### config.mk
export PLATFORM = sky130hd
export DESIGN_NAME = fsa_bank_ctl
export DESIGN_NICKNAME = d
export VERILOG_FILES = /design/src/rtl/fsa_bank_ctl.sv
export SDC_FILE = /design/constraint.sdc
export NUM_CORES = 1
export LEC_CHECK = 0
export ABC_AREA = 1
export BUFFER_PORTS_ARGS = -buffer_cell sky130_fd_sc_hd__buf_2
export CAP_MARGIN = 5
export CORE_ASPECT_RATIO = 1.75
export CORE_MARGIN = 1.5
export CORE_UTILIZATION = 25
export CTS_CLUSTER_SIZE = 24
export DETAILED_ROUTE_END_ITERATION = 8
export GPL_ROUTABILITY_DRIVEN = 0
export SLEW_MARGIN = 20
export SYNTH_ARGS = -nofsm -noshare
export SYNTH_HDL_FRONTEND = slang
export SYNTH_SLANG_ARGS = --single-unit
### constraint.sdc
create_clock -name clk -period 3.3 [get_ports clk]
set_clock_uncertainty 0.05 [all_clocks]
set_input_delay 0.495 -clock clk [delete_from_list [all_inputs] [get_ports clk]]
set_output_delay 0.495 -clock clk [all_outputs]
set_load 0.02 [all_outputs]
### src/rtl/fsa_bank_ctl.sv
// ---------------------------------------------------------------------------
// fsa_bank_ctl
//
// Bank scheduler for the frame-statistics line-buffer banks. At every frame
// start it claims the lowest-index FREE bank for the statistics core to
// write. Completed banks are queued in frame order and offered one at a time
// to the result reader through a valid/ready grant and a release pulse.
//
// Bank life cycle: FREE -> FILLING -> FULL -> READING -> FREE.
// At most one bank is FILLING and at most one is READING at any time.
//
// Ports
//   clk, reset      rising-edge clock, asynchronous active-high reset
//   enable          allow a new bank allocation at frame start
//   frame_start     one-cycle pulse on the first accepted pixel of a frame
//   core_eof        one-cycle pulse when the core has written the last pixel
//   wr_bmp          one-hot write-bank select (all-zero: frame not captured)
//   res_valid       a FULL bank is offered (index on res_idx)
//   res_idx         index of the offered bank, zero while res_valid is low
//   res_ready       reader accepts the offered bank
//   rd_bmp          one-hot bank currently being read
//   res_release     reader has finished with the READING bank
//   frame_cnt       frames captured (saturating)
//   drop_cnt        frames not captured (saturating)
//   abort_cnt       FILLING banks discarded by an early frame start
//   err             sticky protocol error flag
// ---------------------------------------------------------------------------
module fsa_bank_ctl #(
  parameter int BR_NUM  = 4,
  parameter int BR_IW   = 2,
  parameter int C_CNT_W = 16
) (
  input  logic               clk,
  input  logic               reset,
  input  logic               enable,
  input  logic               frame_start,
  input  logic               core_eof,
  output logic [BR_NUM-1:0]  wr_bmp,
  output logic               res_valid,
  output logic [BR_IW-1:0]   res_idx,
  input  logic               res_ready,
  output logic [BR_NUM-1:0]  rd_bmp,
  input  logic               res_release,
  output logic [C_CNT_W-1:0] frame_cnt,
  output logic [C_CNT_W-1:0] drop_cnt,
  output logic [C_CNT_W-1:0] abort_cnt,
  output logic               err
);

  typedef enum logic [1:0] {
    B_FREE    = 2'd0,
    B_FILLING = 2'd1,
    B_FULL    = 2'd2,
    B_READING = 2'd3
  } bank_st_e;

  localparam logic [BR_IW-1:0]   LAST_PTR = BR_IW'(BR_NUM - 1);
  localparam logic [C_CNT_W-1:0] CNT_MAX  = {C_CNT_W{1'b1}};

  // One-hot select for a bank index.
  function automatic logic [BR_NUM-1:0] idx_to_bmp(input logic [BR_IW-1:0] idx);
    return {{(BR_NUM-1){1'b0}}, 1'b1} << idx;
  endfunction

  // Circular pointer advance; depth need not be a power of two.
  function automatic logic [BR_IW-1:0] ptr_inc(input logic [BR_IW-1:0] p);
    return (p == LAST_PTR) ? {BR_IW{1'b0}} : p + BR_IW'(1);
  endfunction

  // Saturating counter increment.
  function automatic logic [C_CNT_W-1:0] sat_inc(input logic [C_CNT_W-1:0] v);
    return (v == CNT_MAX) ? v : v + C_CNT_W'(1);
  endfunction

  // Registered state
  bank_st_e           bank_q [BR_NUM];
  bank_st_e           bank_d [BR_NUM];
  logic [BR_IW-1:0]   fifo_q [BR_NUM];
  logic [BR_IW-1:0]   fifo_d [BR_NUM];
  logic [BR_IW-1:0]   rd_ptr_q, rd_ptr_d;
  logic [BR_IW-1:0]   wr_ptr_q, wr_ptr_d;
  logic [BR_IW:0]     cnt_q, cnt_d;
  logic [BR_NUM-1:0]  wr_bmp_q, wr_bmp_d;
  logic [BR_NUM-1:0]  rd_bmp_q, rd_bmp_d;
  logic [C_CNT_W-1:0] frame_cnt_q, frame_cnt_d;
  logic [C_CNT_W-1:0] drop_cnt_q, drop_cnt_d;
  logic [C_CNT_W-1:0] abort_cnt_q, abort_cnt_d;
  logic               err_q, err_d;

  // Combinational helpers
  logic               fill_found;
  logic [BR_IW-1:0]   fill_idx;
  logic               read_found;
  logic [BR_IW-1:0]   read_idx;
  logic               free_found;
  logic [BR_IW-1:0]   free_idx;
  logic [BR_IW-1:0]   head_idx;
  logic               grant;
  logic               push;
  logic               pop;

  // Locate the FILLING and READING banks in the registered state.
  always_comb begin
    fill_found = 1'b0;
    fill_idx   = {BR_IW{1'b0}};
    read_found = 1'b0;
    read_idx   = {BR_IW{1'b0}};
    for (int i = 0; i < BR_NUM; i++) begin
      fill_found = fill_found | (bank_q[i] == B_FILLING);
      fill_idx   = (bank_q[i] == B_FILLING) ? BR_IW'(i) : fill_idx;
      read_found = read_found | (bank_q[i] == B_READING);
      read_idx   = (bank_q[i] == B_READING) ? BR_IW'(i) : read_idx;
    end
  end

  assign head_idx  = fifo_q[rd_ptr_q];
  assign res_valid = (cnt_q != {(BR_IW+1){1'b0}}) && !read_found;
  assign res_idx   = res_valid ? head_idx : {BR_IW{1'b0}};
  assign grant     = res_valid & res_ready;

  // Next-state: release, grant, eof and frame start applied in that order.
  always_comb begin
    bank_d      = bank_q;
    fifo_d      = fifo_q;
    rd_ptr_d    = rd_ptr_q;
    wr_ptr_d    = wr_ptr_q;
    wr_bmp_d    = wr_bmp_q;
    rd_bmp_d    = rd_bmp_q;
    frame_cnt_d = frame_cnt_q;
    drop_cnt_d  = drop_cnt_q;
    abort_cnt_d = abort_cnt_q;
    err_d       = err_q;
    push        = 1'b0;
    pop         = 1'b0;
    free_found  = 1'b0;
    free_idx    = {BR_IW{1'b0}};

    if (res_release) begin
      if (read_found) begin
        bank_d[read_idx] = B_FREE;
        rd_bmp_d         = {BR_NUM{1'b0}};
      end else begin
        err_d = 1'b1;
      end
    end else begin
      rd_bmp_d = rd_bmp_q;
    end

    // A grant needs no READING bank, so it never collides with a release.
    if (grant) begin
      bank_d[head_idx] = B_READING;
      rd_bmp_d         = idx_to_bmp(head_idx);
      rd_ptr_d         = ptr_inc(rd_ptr_q);
      pop              = 1'b1;
    end else begin
      pop = 1'b0;
    end

    if (core_eof) begin
      if (fill_found) begin
        bank_d[fill_idx] = B_FULL;
        fifo_d[wr_ptr_q] = fill_idx;
        wr_ptr_d         = ptr_inc(wr_ptr_q);
        push             = 1'b1;
        frame_cnt_d      = sat_inc(frame_cnt_q);
        // The core has stopped writing; only drop the select when disabled.
        wr_bmp_d         = enable ? wr_bmp_q : {BR_NUM{1'b0}};
      end else begin
        err_d = 1'b1;
      end
    end else begin
      push = 1'b0;
    end

    if (frame_start) begin
      // A bank that completed on this same cycle is already FULL.
      if (fill_found && !core_eof) begin
        bank_d[fill_idx] = B_FREE;
        abort_cnt_d      = sat_inc(abort_cnt_q);
      end else begin
        abort_cnt_d = abort_cnt_q;
      end
      // Descending scan leaves the lowest FREE index; sees this cycle's release/abort.
      for (int i = BR_NUM - 1; i >= 0; i--) begin
        free_found = free_found | (bank_d[i] == B_FREE);
        free_idx   = (bank_d[i] == B_FREE) ? BR_IW'(i) : free_idx;
      end
      if (enable && free_found) begin
        bank_d[free_idx] = B_FILLING;
        wr_bmp_d         = idx_to_bmp(free_idx);
      end else begin
        wr_bmp_d   = {BR_NUM{1'b0}};
        drop_cnt_d = sat_inc(drop_cnt_q);
      end
    end else begin
      free_found = 1'b0;
    end

    cnt_d = cnt_q + {{BR_IW{1'b0}}, push} - {{BR_IW{1'b0}}, pop};
  end

  // State registers with asynchronous clear.
  always_ff @(posedge clk or posedge reset) begin
    if (reset) begin
      for (int i = 0; i < BR_NUM; i++) begin
        bank_q[i] <= B_FREE;
        fifo_q[i] <= {BR_IW{1'b0}};
      end
      rd_ptr_q    <= {BR_IW{1'b0}};
      wr_ptr_q    <= {BR_IW{1'b0}};
      cnt_q       <= {(BR_IW+1){1'b0}};
      wr_bmp_q    <= {BR_NUM{1'b0}};
      rd_bmp_q    <= {BR_NUM{1'b0}};
      frame_cnt_q <= {C_CNT_W{1'b0}};
      drop_cnt_q  <= {C_CNT_W{1'b0}};
      abort_cnt_q <= {C_CNT_W{1'b0}};
      err_q       <= 1'b0;
    end else begin
      for (int i = 0; i < BR_NUM; i++) begin
        bank_q[i] <= bank_d[i];
        fifo_q[i] <= fifo_d[i];
      end
      rd_ptr_q    <= rd_ptr_d;
      wr_ptr_q    <= wr_ptr_d;
      cnt_q       <= cnt_d;
      wr_bmp_q    <= wr_bmp_d;
      rd_bmp_q    <= rd_bmp_d;
      frame_cnt_q <= frame_cnt_d;
      drop_cnt_q  <= drop_cnt_d;
      abort_cnt_q <= abort_cnt_d;
      err_q       <= err_d;
    end
  end

  assign wr_bmp    = wr_bmp_q;
  assign rd_bmp    = rd_bmp_q;
  assign frame_cnt = frame_cnt_q;
  assign drop_cnt  = drop_cnt_q;
  assign abort_cnt = abort_cnt_q;
  assign err       = err_q;

endmodule

# Word-level counts from Yosys, hierarchy flattened
# Index checks and enable logic that the tools add are counted.
classes:
  order_cmp: 11
  n_mux: 51
  n_bitwise: 31
  n_addsub: 7
  eq_ne: 14
  reduce_logical: 25
  shift: 2
op_table:
  columns: ["op", "n"]
  rows:
  - ["$mux 8", 9]
  - ["$add 16x1->16 const B", 3]
  - ["$eq 16x16->1 const B", 3]
  - ["$mux 2", 18]
  - ["$mux 4", 8]
  - ["$demux 2 s2", 5]
  - ["$ge 3x3->1 const B", 6]
  - ["$not 2->3", 6]
  - ["$and 8x8->8", 2]
  - ["$not 8->8", 2]
  - ["$lt 3x1->1 const B", 5]
  - ["$eq 2x2->1 const B", 6]
  - ["$reduce_and 3->1", 4]
  - ["$mux 1", 9]
  - ["$or 1x1->1", 9]
  - ["$and 4x4->4", 2]
  - ["$bwmux 8", 1]
  - ["$eq 2x1->1 const B", 4]
  - ["$logic_and 1x1->1", 8]
  - ["$logic_not 2->1", 4]
  - ["$not 4->4", 2]
  - ["$or 4x4->4", 2]
  - ["$or 8x8->8", 1]
  - ["$reduce_bool 2->1", 4]
  - ["11 further kinds", 18]
totals:
  regBits: 80
  inputBits: 7

# Logic depth before layout (Yosys ltp)
logic_depth:
  depth_word: 35
  depth_mapped: 16

# Least setup slack after synthesis
# Ideal clock, no wire load.
synth_path:
  kind: "register to register"
  from: "register bank_q[3] (netlist bit)"
  to: "register cnt_q[2]"
  arrival_ns: 2.014
  slack_ns: 1.114
  required_ns: 3.127
  path_stages_with_launch: 15
  path_cell_list: "dfrtp_1 > inv_1 > nand2_1 > nand2_1 > nor2_2 > nand2_1 > inv_2 > nor2_4 > inv_1 > ha_1 > inv_1 > ha_1 > inv_1 > fa_1 > xnor2_1"
synth_via:
  elab_chain_len: 8
  elab_cells_between_ends: 14
  classes_between: "2 x add/sub; 2 x eq/ne; 3 x mux; 5 x bitwise; 2 x reduce/logical"
synth_lines:
  columns: ["item", "line", "source"]
  rows:
  - ["from (decl)", "76", "bank_st_e bank_q [BR_NUM];"]
  - ["from (signal, indexed assignment)", "220", "bank_q[i] <= bank_d[i];"]
  - ["branches (longest 7 deep; another with $add 3x1->3)", null, null]
  - ["$sub 3x1->3 *", "199", "cnt_d = cnt_q + {{BR_IW{1'b0}}, push} - {{BR_IW{1'b0}}, pop};"]
  - ["via cnt_d[2]", "82", "logic [BR_IW:0] cnt_q, cnt_d;"]
  - ["to (signal assigned)", "211", "cnt_q <= {(BR_IW+1){1'b0}};"]
  - ["to (signal assigned)", "225", "cnt_q <= cnt_d;"]
  - ["to (decl)", "82", null]
# Mark *: on every way through the listed nets, which the timed path passes.
# A chain may end at the register's enable or synchronous reset.

# Worst setup path in the final report
layout_path:
  from: "register bank_q[3] (netlist bit)"
  to: "register cnt_q[1]"
# The elaborated chain is that of the path after synthesis.

==> flow_metrics.env <==
export IMPL_status="finished, final reports clean"
export IMPL_grt_max_degree=43
export IMPL_drc=0
export IMPL_placement_io_buffers=66
export IMPL_firstDrtPassIters=4
export IMPL_p_sw_w=0.001834
export IMPL_synth_simple_area_share_pct=29.20
export IMPL_cp_required_ns=3.48
export IMPL_yosysWarnings=0
export IMPL_syn_area_per_cell_um2=8.332
export IMPL_pwr_share_clk_pct=23.5
export IMPL_die_h_um=177.0
export IMPL_clk_pin_slew_worst_paths_ns=0.07
export IMPL_finalSetupViolCount=0
export IMPL_synth_most_common_cell="nand2_1"
export IMPL_drv_cap=0
export IMPL_die_w_um=102.4
export IMPL_grt_pass1_wl_um=17240
export IMPL_numCtsBuffers=9
export IMPL_use_met3_pct=3.002
export IMPL_clock_root_buffer="clkbuf_16"
export IMPL_syn_inst=519
export IMPL_cts_tree="done"
export IMPL_tightest_slew_ns=0.7235
export IMPL_yosysTopAreaCellShare_pct=46.30
export IMPL_final_util_pct=30.91
export IMPL_hp_class="in -> async"
export IMPL_use_met2_pct=21.16
export IMPL_worstSetupPathType="reg -> reg"
export IMPL_gr_total_overflow=0
export IMPL_num_rows=63
export IMPL_timing_hold_violations_final=0
export IMPL_diodes=0
export IMPL_clock_sinks=80
export IMPL_maxSlewViolCount=0
export IMPL_yosysSeqAreaShare_pct=46.30
export IMPL_synth_common_cells="142 x nand2_1, 80 x dfrtp_1, 61 x inv_1, 39 x nand3_1, 35 x nor2_1"
export IMPL_timing_slew_headroom_pct=51.71
export IMPL_cts_resized_gates=0
export IMPL_cts_buffer_depth=2
export IMPL_clk_latency_ns=0.34
export IMPL_muxShareOfSynthArea_pct=0
export IMPL_cts_setup_buffers=0
export IMPL_synth_compound_area_share_pct=5.990
export IMPL_synth_fp_nets=537
export IMPL_reg2reg_slack_ns=0.89
export IMPL_ys_flop_type="dfrtp_1"
export IMPL_synth_edf_count=0
export IMPL_cellPowerDensity_mw_per_mm2=812.2
export IMPL_start_util_pct=25.51
export IMPL_h_tree_depth=3
export IMPL_cell_internal_pwr_w=0.002421
export IMPL_antenna_left=0
export IMPL_io_pins=67
export IMPL_leakagePower_nw=2.678
export IMPL_drive_gt1_share_pct=20.03
export IMPL_nFillCells=1811
export IMPL_yosys_area_top_type="dfrtp_1"
export IMPL_num_vias=3577
export IMPL_synth_top_cells_by_area="dfrtp_1 46%, nand2_1 12%, xor2_1 5.9%, inv_1 5.3%, nand3_1 4.5%"
export IMPL_hold_buffers=0
export IMPL_nets=612
export IMPL_area_growth_pct=21.15
export IMPL_post_drt_wl_per_cell_um=12.46
export IMPL_grt_use_met1_pct=14.52
export IMPL_ys_async_sr_fraction_pct=100.0
export IMPL_grt_total_usage_pct=12.32
export IMPL_busiest_layer="met2"
export IMPL_ys_ff_latch=80
export IMPL_vias_per_cell=4.331
export IMPL_drt_iter0_markers=100
export IMPL_seq_power_share_pct=35.2
export IMPL_max_freq_ghz=0.4146
export IMPL_finalCritPeriodShare_pct=73.08
export IMPL_netlist_area_mm2=0.004324
export IMPL_path_max_fanout=10
export IMPL_routed_wl_um=10300
export IMPL_die_area_mm2=0.01813
export IMPL_dp_hpwl_um=7805
export IMPL_ir_drop_mv=0.3873
export IMPL_core_mm2=0.01695
export IMPL_synthAdderAreaFrac_pct=3.356
export IMPL_antenna_found_initial=0
export IMPL_first_global_vias=3516
export IMPL_ys_types=37
export IMPL_min_period_ns=2.412
export IMPL_p_sw_share_pct=43.10
export IMPL_rsz0062_at_grt="no"
export IMPL_synthXorXnorAreaFrac_pct=8.912
export IMPL_cp_arrival_ns=2.59
export IMPL_setup_tns_ns=0
export IMPL_synth_top_family_by_area="simple AND/OR/NAND/NOR gates"
export IMPL_critical_path_endpoint_type="flip-flop"
export IMPL_pwr_share_comb_pct=41.3
export IMPL_cp_start_kind="flip-flop"
[placed cells by master, fill, tap and decap left out, types with 2 or more instances in the layout]
master       n
o22ai_1      4
o21ai_0     25
nand2_4      6
nor3_1      11
nand3_1     39
dfrtp_1     80
nand4_1      7
clkbuf_8     3
nor2_4       3
nand2_2     11
a21oi_1      6
nand2_1    142
clkinv_4     3
a31oi_1      2
nor4_1       7
inv_2        5
xnor2_1     15
buf_2       66
ha_1        10
clkbuf_16    9
nor2_1      35
xor2_1      29
inv_1       60
nor2_2       4
[final cells by class]
type	count	area, um^2	area share, %
inverter	66	249.0	4.753
timing repair buffer	67	350.3	6.687
tap	227	284.0	5.422
multi-input combinational	370	2052	39.17
clock inverter	4	35.03	0.6687
clock buffer	12	266.5	5.087
sequential	80	2002	38.21
[flip-flops by register name (all words and copies together), names as in the netlist]
signal / flops
wr_bmp: 4
bank_q: 8
rd_ptr_q: 2
wr_ptr_q: 2
err: 1
fifo_q: 8
drop_cnt: 16
abort_cnt: 16
rd_bmp: 4
cnt_q: 3
frame_cnt: 16
[cell families (layout without fill, tap and decap cells)]
family          count (synthesis)  after routing
simple gates                  271            271
flops                          80             80
buf+inv                        69            149
compound gates                 44             44
xor+xnor                       44             44
fa+ha+maj                      11             11
[metal layers]
metal  up-vias  wire [um]
li1       1803          -
met1      1687       4315
met2        72       5376
met3        15        409
met4         0        194
met5         -          0
[worst max-delay path, cell delays in order, from the launching register on]
cell	delay (ns)
dfrtp_1	0.38
inv_1	0.10
nand2_1	0.08
nand2_1	0.14
nor2_2	0.06
nand2_1	0.09
inv_2	0.05
nor2_4	0.21
inv_1	0.10
ha_1	0.29
inv_1	0.05
ha_1	0.13
inv_1	0.05
fa_1	0.48
inv_1	0.04
[metrics by stage]
step	power (W)	hold WS, ns	instance area (um^2)	cells	setup WS, ns
CTS	0.004329	0.2227	5239	826	0.8668
finish	0.004255	0.1912	5239	826	0.8883
global route	0.004623	0.2509	5239	826	0.6820
global placement	0.003271	0.4191	4937	810	0.9805
floorplan	0.002805	0.4029	4324	519	0.7033
detailed placement	0.003297	0.4259	4937	810	0.8778
[path summary, 6_finish.rpt]
path,startpoint,to,cells past startpoint
worst max-delay path,bank_q[3],cnt_q[1],14
worst min-delay path,reset,abort_cnt[3],2
worst max register to register,bank_q[3],cnt_q[1],14
worst min register to register,fifo_q[0],fifo_q[0],2
max in group asynchronous,reset,rd_bmp[2],3
min in group clk,fifo_q[0],fifo_q[0],2
[power groups by stage]
stage          combinational (W)  sequential [W]  clock (W)
2_1_floorplan            0.00119         0.00161          0
3_3_place_gp             0.00176         0.00151          0
3_5_place_dp             0.00178         0.00151          0
4_1_cts                  0.00179         0.00150    0.00104
5_1_grt                  0.00201         0.00154    0.00108
6_report                 0.00176         0.00150    0.00100
(Power assumes the default switching activity.)
